[src/rtl/ulpi_pkg.sv]
// Shared types and TX CMD encodings for the ULPI register-access link controller.
package ulpi_pkg;

  typedef enum logic [3:0] {
    StReset,
    StWait,
    StIdle,
    StCmd,
    StWdata,
    StStp,
    StRdTa,
    StRdData,
    StRdEnd
  } ulpi_state_e;

  localparam logic [1:0] TXCMD_REGWR = 2'b10;
  localparam logic [1:0] TXCMD_REGRD = 2'b11;
  localparam logic [7:0] TXCMD_NOOP  = 8'h00;

endpackage

[src/rtl/ulpi_reg_ctrl.sv]
// ULPI link-side controller: PHY reset sequencing, immediate register read/write with
// abort/retry, RX CMD capture and a free-running heartbeat.
module ulpi_reg_ctrl
  import ulpi_pkg::*;
#(
  parameter int unsigned RST_CYCLES  = 64,
  parameter int unsigned WAIT_CYCLES = 1024,
  parameter int unsigned MAX_RETRY   = 3,
  parameter int unsigned HB_WIDTH    = 27
) (
  input  logic       ulpi_clk,
  input  logic       resetn,
  input  logic [7:0] ulpi_data_i,
  output logic [7:0] ulpi_data_o,
  output logic       ulpi_data_oe,
  input  logic       ulpi_dir,
  input  logic       ulpi_nxt,
  output logic       ulpi_stp,
  output logic       ulpi_phy_resetn,
  input  logic       req_valid,
  output logic       req_ready,
  input  logic       req_write,
  input  logic [5:0] req_addr,
  input  logic [7:0] req_wdata,
  output logic       rsp_valid,
  output logic [7:0] rsp_rdata,
  output logic       rsp_err,
  output logic       rxcmd_valid,
  output logic [7:0] rxcmd,
  output logic       link_ready,
  output logic       heartbeat
);

  localparam int unsigned CntMax = (RST_CYCLES > WAIT_CYCLES) ? RST_CYCLES : WAIT_CYCLES;
  localparam int unsigned CntW   = $clog2(CntMax + 1);
  localparam int unsigned RetryW = $clog2(MAX_RETRY + 2);

  ulpi_state_e       state_q, state_d;
  logic [CntW-1:0]   cnt_q, cnt_d;
  logic [RetryW-1:0] retry_q, retry_d;
  logic              abort_q, abort_d;
  logic              write_q, write_d;
  logic [5:0]        addr_q, addr_d;
  logic [7:0]        wdata_q, wdata_d;
  logic              rsp_valid_q, rsp_valid_d;
  logic [7:0]        rsp_rdata_q, rsp_rdata_d;
  logic              rsp_err_q, rsp_err_d;
  logic              rxcmd_valid_q, rxcmd_valid_d;
  logic [7:0]        rxcmd_q, rxcmd_d;
  logic              dir_q, dir_d;
  logic [HB_WIDTH-1:0] hb_q, hb_d;

  assign link_ready      = (state_q == StIdle) && !ulpi_dir;
  assign req_ready       = link_ready && !rsp_valid_q;
  assign ulpi_phy_resetn = (state_q != StReset);
  assign ulpi_stp        = (state_q == StReset) || (state_q == StWait) || (state_q == StStp);
  assign ulpi_data_oe    = ((state_q == StCmd) || (state_q == StWdata) || (state_q == StStp)) &&
                           !ulpi_dir;
  assign rsp_valid       = rsp_valid_q;
  assign rsp_rdata       = rsp_rdata_q;
  assign rsp_err         = rsp_err_q;
  assign rxcmd_valid     = rxcmd_valid_q;
  assign rxcmd           = rxcmd_q;
  assign heartbeat       = hb_q[HB_WIDTH-1];

  always_comb begin
    ulpi_data_o = TXCMD_NOOP;
    case (state_q)
      StCmd:   ulpi_data_o = {(write_q ? TXCMD_REGWR : TXCMD_REGRD), addr_q};
      StWdata: ulpi_data_o = wdata_q;
      default: ulpi_data_o = TXCMD_NOOP;
    endcase
  end

  always_comb begin
    state_d       = state_q;
    cnt_d         = cnt_q;
    retry_d       = retry_q;
    abort_d       = abort_q;
    write_d       = write_q;
    addr_d        = addr_q;
    wdata_d       = wdata_q;
    rsp_valid_d   = 1'b0;
    rsp_rdata_d   = 8'h00;
    rsp_err_d     = 1'b0;
    rxcmd_valid_d = 1'b0;
    rxcmd_d       = rxcmd_q;
    dir_d         = ulpi_dir;
    hb_d          = hb_q + HB_WIDTH'(1);

    case (state_q)
      StReset: begin
        if (cnt_q == CntW'(RST_CYCLES - 1)) begin
          cnt_d   = '0;
          state_d = StWait;
        end else begin
          cnt_d = cnt_q + CntW'(1);
        end
      end
      StWait: begin
        if (cnt_q == CntW'(WAIT_CYCLES - 1)) begin
          cnt_d   = '0;
          state_d = StIdle;
        end else begin
          cnt_d = cnt_q + CntW'(1);
        end
      end
      StIdle: begin
        if (req_valid && req_ready) begin
          state_d = StCmd;
          write_d = req_write;
          addr_d  = req_addr;
          wdata_d = req_wdata;
          retry_d = '0;
          abort_d = 1'b0;
        end
      end
      StCmd, StWdata: begin
        if (ulpi_dir) begin
          // abort_q marks an abort already counted; keep waiting for the PHY to release the bus
          if (!(state_q == StCmd && abort_q)) begin
            if (retry_q == RetryW'(MAX_RETRY)) begin
              state_d     = StIdle;
              rsp_valid_d = 1'b1;
              rsp_err_d   = 1'b1;
            end else begin
              retry_d = retry_q + RetryW'(1);
              abort_d = 1'b1;
              state_d = StCmd;
            end
          end
        end else begin
          abort_d = 1'b0;
          if (ulpi_nxt) begin
            if (state_q == StWdata) begin
              state_d = StStp;
            end else begin
              state_d = write_q ? StWdata : StRdTa;
            end
          end
        end
      end
      StStp: begin
        state_d     = StIdle;
        rsp_valid_d = 1'b1;
      end
      StRdTa: begin
        if (ulpi_dir) state_d = StRdData;
      end
      StRdData: begin
        state_d     = StRdEnd;
        rsp_valid_d = 1'b1;
        rsp_rdata_d = ulpi_data_i;
      end
      StRdEnd: begin
        if (!ulpi_dir) state_d = StIdle;
      end
      default: state_d = StReset;
    endcase

    // dir_q low means this is the turnaround cycle, which carries no valid data
    if ((state_q == StIdle || state_q == StRdEnd) && ulpi_dir && dir_q && !ulpi_nxt) begin
      rxcmd_valid_d = 1'b1;
      rxcmd_d       = ulpi_data_i;
    end
  end

  always_ff @(posedge ulpi_clk) begin
    if (!resetn) begin
      state_q       <= StReset;
      cnt_q         <= '0;
      retry_q       <= '0;
      abort_q       <= 1'b0;
      write_q       <= 1'b0;
      addr_q        <= '0;
      wdata_q       <= '0;
      rsp_valid_q   <= 1'b0;
      rsp_rdata_q   <= '0;
      rsp_err_q     <= 1'b0;
      rxcmd_valid_q <= 1'b0;
      rxcmd_q       <= '0;
      dir_q         <= 1'b0;
      hb_q          <= '0;
    end else begin
      state_q       <= state_d;
      cnt_q         <= cnt_d;
      retry_q       <= retry_d;
      abort_q       <= abort_d;
      write_q       <= write_d;
      addr_q        <= addr_d;
      wdata_q       <= wdata_d;
      rsp_valid_q   <= rsp_valid_d;
      rsp_rdata_q   <= rsp_rdata_d;
      rsp_err_q     <= rsp_err_d;
      rxcmd_valid_q <= rxcmd_valid_d;
      rxcmd_q       <= rxcmd_d;
      dir_q         <= dir_d;
      hb_q          <= hb_d;
    end
  end

endmodule

[config.mk]
export PLATFORM = sky130hd
export DESIGN_NAME = ulpi_reg_ctrl
export DESIGN_NICKNAME = d
export VERILOG_FILES = /design/src/rtl/ulpi_pkg.sv /design/src/rtl/ulpi_reg_ctrl.sv
export SDC_FILE = /design/constraint.sdc
export NUM_CORES = 1
export LEC_CHECK = 0
export ABC_AREA = 1
export CAP_MARGIN = 20
export CORE_UTILIZATION = 40
export DETAILED_ROUTE_END_ITERATION = 8
export HOLD_SLACK_MARGIN = 0.08
export REMOVE_ABC_BUFFERS = 1
export SYNTH_ARGS = -nofsm -noshare
export SYNTH_HDL_FRONTEND = slang
export SYNTH_SLANG_ARGS = --single-unit
[constraint.sdc]
create_clock -name ulpi_clk -period 3.3 [get_ports ulpi_clk]
set_input_delay 0.66 -clock ulpi_clk [delete_from_list [all_inputs] [get_ports ulpi_clk]]
set_output_delay 0.66 -clock ulpi_clk [all_outputs]
set_load 0.02 [all_outputs]
==> results.py, run 1 <==
metrics = {
    "setup_path": {
        "path_cells": "inv_1 > nand2_1 > nor2_1 > a22o_1 > clkdlybuf4s50_1",
        "slowest_stage": "clkdlybuf4s50_1",
        "cp-end-kind": "primary output",
        "path_delay_family": "buffers and inverters",
        "path_buf_inv": 2,
        "critPathKind": "reg -> out",
        "max_stage_delay_ns": 0.61,
        "crit_fanout": 8,
        "r2r-start": "hb_q[0]$_SDFF_PN0_",
        "reg2reg_depth": 8,
        "crit_arrival_ns": 2.27,
        "r2r-end": "hb_q[14]$_SDFF_PN0_",
        "critPathLaunchType": "flop",
        "crit_required_ns": 2.64,
        "rrSetupSlack_ns": 1.62,
    },
    "grt": {
        "grt_pass1_wl_um": 14600,
        "antenna_found_initial": 0,
        "grt_usage_pct": 18.5,
        "grt_pass1_vias": 3285,
        "grt_max_degree": 49,
        "overflow": 0,
    },
    "clock_network": {
        "h-tree-depth": 3,
        "cts_tree": "built",
        "clock_latency_ns": 0.35,
        "cts_buffer_depth": 2,
        "postCtsSetupBuffers": 0,
        "postCtsResizedCells": 0,
        "cts_num_sinks": 81,
        "clk_pin_slew_ns": 0.09,
        "root_buffer": "clkbuf_8",
        "ctsHoldBuffers": 0,
        "cts_made_buffers": 9,
    },
    "layout": {
        "fin_nets": 639,
        "final_common_cell": "nor2_1",
        "mostFrequentLayoutCells": "nor2_1, nand2_1, dfxtp_1, clkdlybuf4s50_1, inv_1",
        "syn_to_final_growth_pct": 23.2,
        "antennaDiodeCount": 0,
        "drive_gt1_share_pct": 6.86,
    },
    "yosys": {
        "avgSynthCellArea_sq_um": 6.91,
        "synth_edf_count": 0,
        "synthCells": 544,
        "ys_ff_latch": 81,
        "async_flop_share_pct": 0,
        "ys_types": 36,
        "synth_area_sq_um": 3760,
        "yosys_warnings": 0,
        "synth_ff_type": "dfxtp_1",
        "ys_seq_area_share_pct": 43.1,
    },
    "sta": {
        "finalHoldViolCount": 0,
        "slew_headroom_pct": 54.3,
        "finalCriticalPeriod_ns": 2.93,
        "clock_skew_ns": 0.00859,
        "finalSetupViolCount": 0,
        "tightest_slew_ns": 0.681,
        "fmaxAchievable_mhz": 342,
        "slew_violations": 0,
        "rsz0062_at_grt": "no",
        "post-route-period-util_pct": 88.6,
        "finalSetupTns_ns": 0,
        "whs_ns": 0.466,
    },
    "worst_hold_path": {
        "hold_start": "hb_q[22]$_SDFF_PN0_",
        "hold_class": "reg -> reg",
        "whs_endpoint": "hb_q[22]$_SDFF_PN0_",
        "whs_path_depth": 2,
    },
    "power_and_ir_drop": {
        "cellInternalPower_uw": 1660,
        "switching_share_pct": 37.5,
        "seq_power_share_pct": 42.5,
        "combPwrFrac_pct": 31.6,
        "power_density_nw_per_um2": 572,
        "vdd_drop_max_v": 0.000272,
        "p_sw_uw": 994,
        "clock_power_share_pct": 25.9,
        "power.leakage_uw": 0.00182,
    },
    "outcome": {
        "status": "completed",
    },
    "detailed_routing": {
        "drt_iter0_drc": 140,
        "drt-total-wl_um": 8650,
        "ant_nets": 0,
        "drcViolationCount": 0,
        "wl_per_cell_um": 12.0,
        "drt-vias-per-instance": 4.90,
        "first_pass_iters": 4,
        "num_vias": 3545,
    },
    "die": {
        "dieArea_sq_um": 9790,
        "die_width_um": 99.0,
        "initial_utilization_pct": 41.1,
        "row_count": 35,
        "ios": 61,
        "die_h_um": 99.0,
        "core_area_sq_um": 9150,
    },
    "place": {
        "gp_congestion": 0.852,
        "post-dp-hpwl_um": 6360,
        "numPortBuffers": 60,
    },
    "run": {
        "drv_cap": 0,
    },
}
[through the flow]
| stage | util, % | instances | power [uW] | instance area, sq um | setup slack, ns |
|---|---|---|---|---|---|
| after floorplan | - | 534 | 1730 | 3690 | 1.51 |
| after global placement | 48.6 | 707 | 1970 | 4450 | 0.520 |
| after detailed placement | 48.6 | 707 | 1990 | 4450 | 0.520 |
| after CTS | 50.6 | 723 | 2680 | 4630 | 0.349 |
| after global routing | 50.6 | 723 | 2840 | 4630 | 0.185 |
| final | 50.6 | 723 | 2650 | 4630 | 0.375 |
[layout make-up]
| cell class | instances | area, sq um |
|---|---|---|
| Inverter | 67 | 256 |
| Sequential cell | 81 | 1620 |
| Tap cell | 111 | 139 |
| Multi-Input combinational cell | 386 | 1820 |
| Clock inverter | 7 | 61.3 |
| Clock buffer | 9 | 124 |
| Timing Repair Buffer | 62 | 616 |
| Fill cell | 929 | 4520 |
[worst max-delay path by stage]
stage / cells past startpoint / slack [ns] / end / from
after floorplan: 5 / 1.51 / ulpi_data_o[6] / state_q[0]$_SDFFE_PN0P_
after global placement: 3 / 0.52 / req_ready / ulpi_dir
after detailed placement: 3 / 0.52 / req_ready / ulpi_dir
after CTS: 5 / 0.35 / ulpi_data_o[0] / state_q[0]$_SDFFE_PN0P_
after global routing: 5 / 0.18 / ulpi_data_o[5] / state_q[0]$_SDFFE_PN0P_
final: 5 / 0.37 / ulpi_data_o[1] / state_q[0]$_SDFFE_PN0P_
[per-layer routing]
| metal | vias to the layer above | routed length (um) | track usage (%) |
|---|---|---|---|
| met4 | 0 | 107 | 7.23 |
| li1 | 1875 | - | - |
| met1 | 1573 | 4090 | 22.8 |
| met3 | 10 | 487 | 4.89 |
| met5 | - | 0 | 0 |
| met2 | 87 | 3960 | 30.7 |
[power groups by stage]
stage | clock network (uW) | registers (uW) | logic, uW
4_1_cts | 709 | 1120 | 845
3_5_place_dp | 0 | 1150 | 844
5_1_grt | 753 | 1130 | 955
2_1_floorplan | 0 | 1140 | 592
3_3_place_gp | 0 | 1140 | 828
6_report | 688 | 1130 | 838
[synth_stat cells, types with 2 or more instances]
cell	n	area, sq um
nor2_1	124	465
nand2_1	102	383
dfxtp_1	81	1620
inv_1	57	214
a21oi_1	32	160
o21ai_0	28	140
nand3_1	18	90.1
nor3_1	13	65.1
nand4_1	12	75.1
o21ai_1	11	55.1
inv_2	7	26.3
a22o_1	6	52.6
clkbuf_1	6	22.5
nand2_2	6	37.5
nor2_2	6	37.5
xor2_1	5	43.8
ha_1	4	50.1
nand3b_1	4	30.0
o21a_1	3	22.5
clkinv_1	2	7.51
xnor2_1	2	17.5
[flip-flops by register name, summed over array words and instances, names as in the netlist]
signal and count:
rxcmd 8, state_q 4, rsp_valid 1, addr_q 6, write_q 1, retry_q 3
rsp_err 1, rsp_rdata 8, abort_q 1, cnt_q 11, dir_q 1, rxcmd_valid 1
hb_q 27, wdata_q 8
[kinds of logic (layout without fill, tap and decap cells)]
family	after synthesis	in the layout	synth area share (%)
AOI/OAI and AO/OA	83	83	12.0
xor gates and xnor gates	7	7	1.63
adders and majority gates	4	4	1.33
buffers and inverters	77	145	8.58
DFF	81	81	43.1
and+or+nand+nor	292	292	33.3
[worst min-delay path, stage by stage, from the launching register on]
cell and delay (ns):
dfxtp_1 0.32, nand2_1 0.06, a21oi_1 0.05
No activity file was read; power rests on OpenSTA's default activity.
==> run 2, diff against run 1 <==
--- a/config.mk
+++ b/config.mk
@@ -8,6 +8,7 @@
 export ABC_AREA = 1
 export CAP_MARGIN = 20
 export CORE_UTILIZATION = 40
+export CTS_CLUSTER_SIZE = 16
 export DETAILED_ROUTE_END_ITERATION = 8
 export HOLD_SLACK_MARGIN = 0.08
 export REMOVE_ABC_BUFFERS = 1
==> results of run 2 <==
Same layout as run 1: the final DEF is identical, and so are final timing and power.
==> run 3, diff against run 2 <==
--- a/config.mk
+++ b/config.mk
@@ -6,12 +6,14 @@
 export NUM_CORES = 1
 export LEC_CHECK = 0
 export ABC_AREA = 1
+export ABC_CLOCK_PERIOD_IN_PS = 3300
 export CAP_MARGIN = 20
 export CORE_UTILIZATION = 40
 export CTS_CLUSTER_SIZE = 16
 export DETAILED_ROUTE_END_ITERATION = 8
 export HOLD_SLACK_MARGIN = 0.08
 export REMOVE_ABC_BUFFERS = 1
+export SLEW_MARGIN = 30
 export SYNTH_ARGS = -nofsm -noshare
 export SYNTH_HDL_FRONTEND = slang
 export SYNTH_SLANG_ARGS = --single-unit
==> results of run 3 <==
Same layout as run 1: the final DEF is identical, and so are final timing and power.
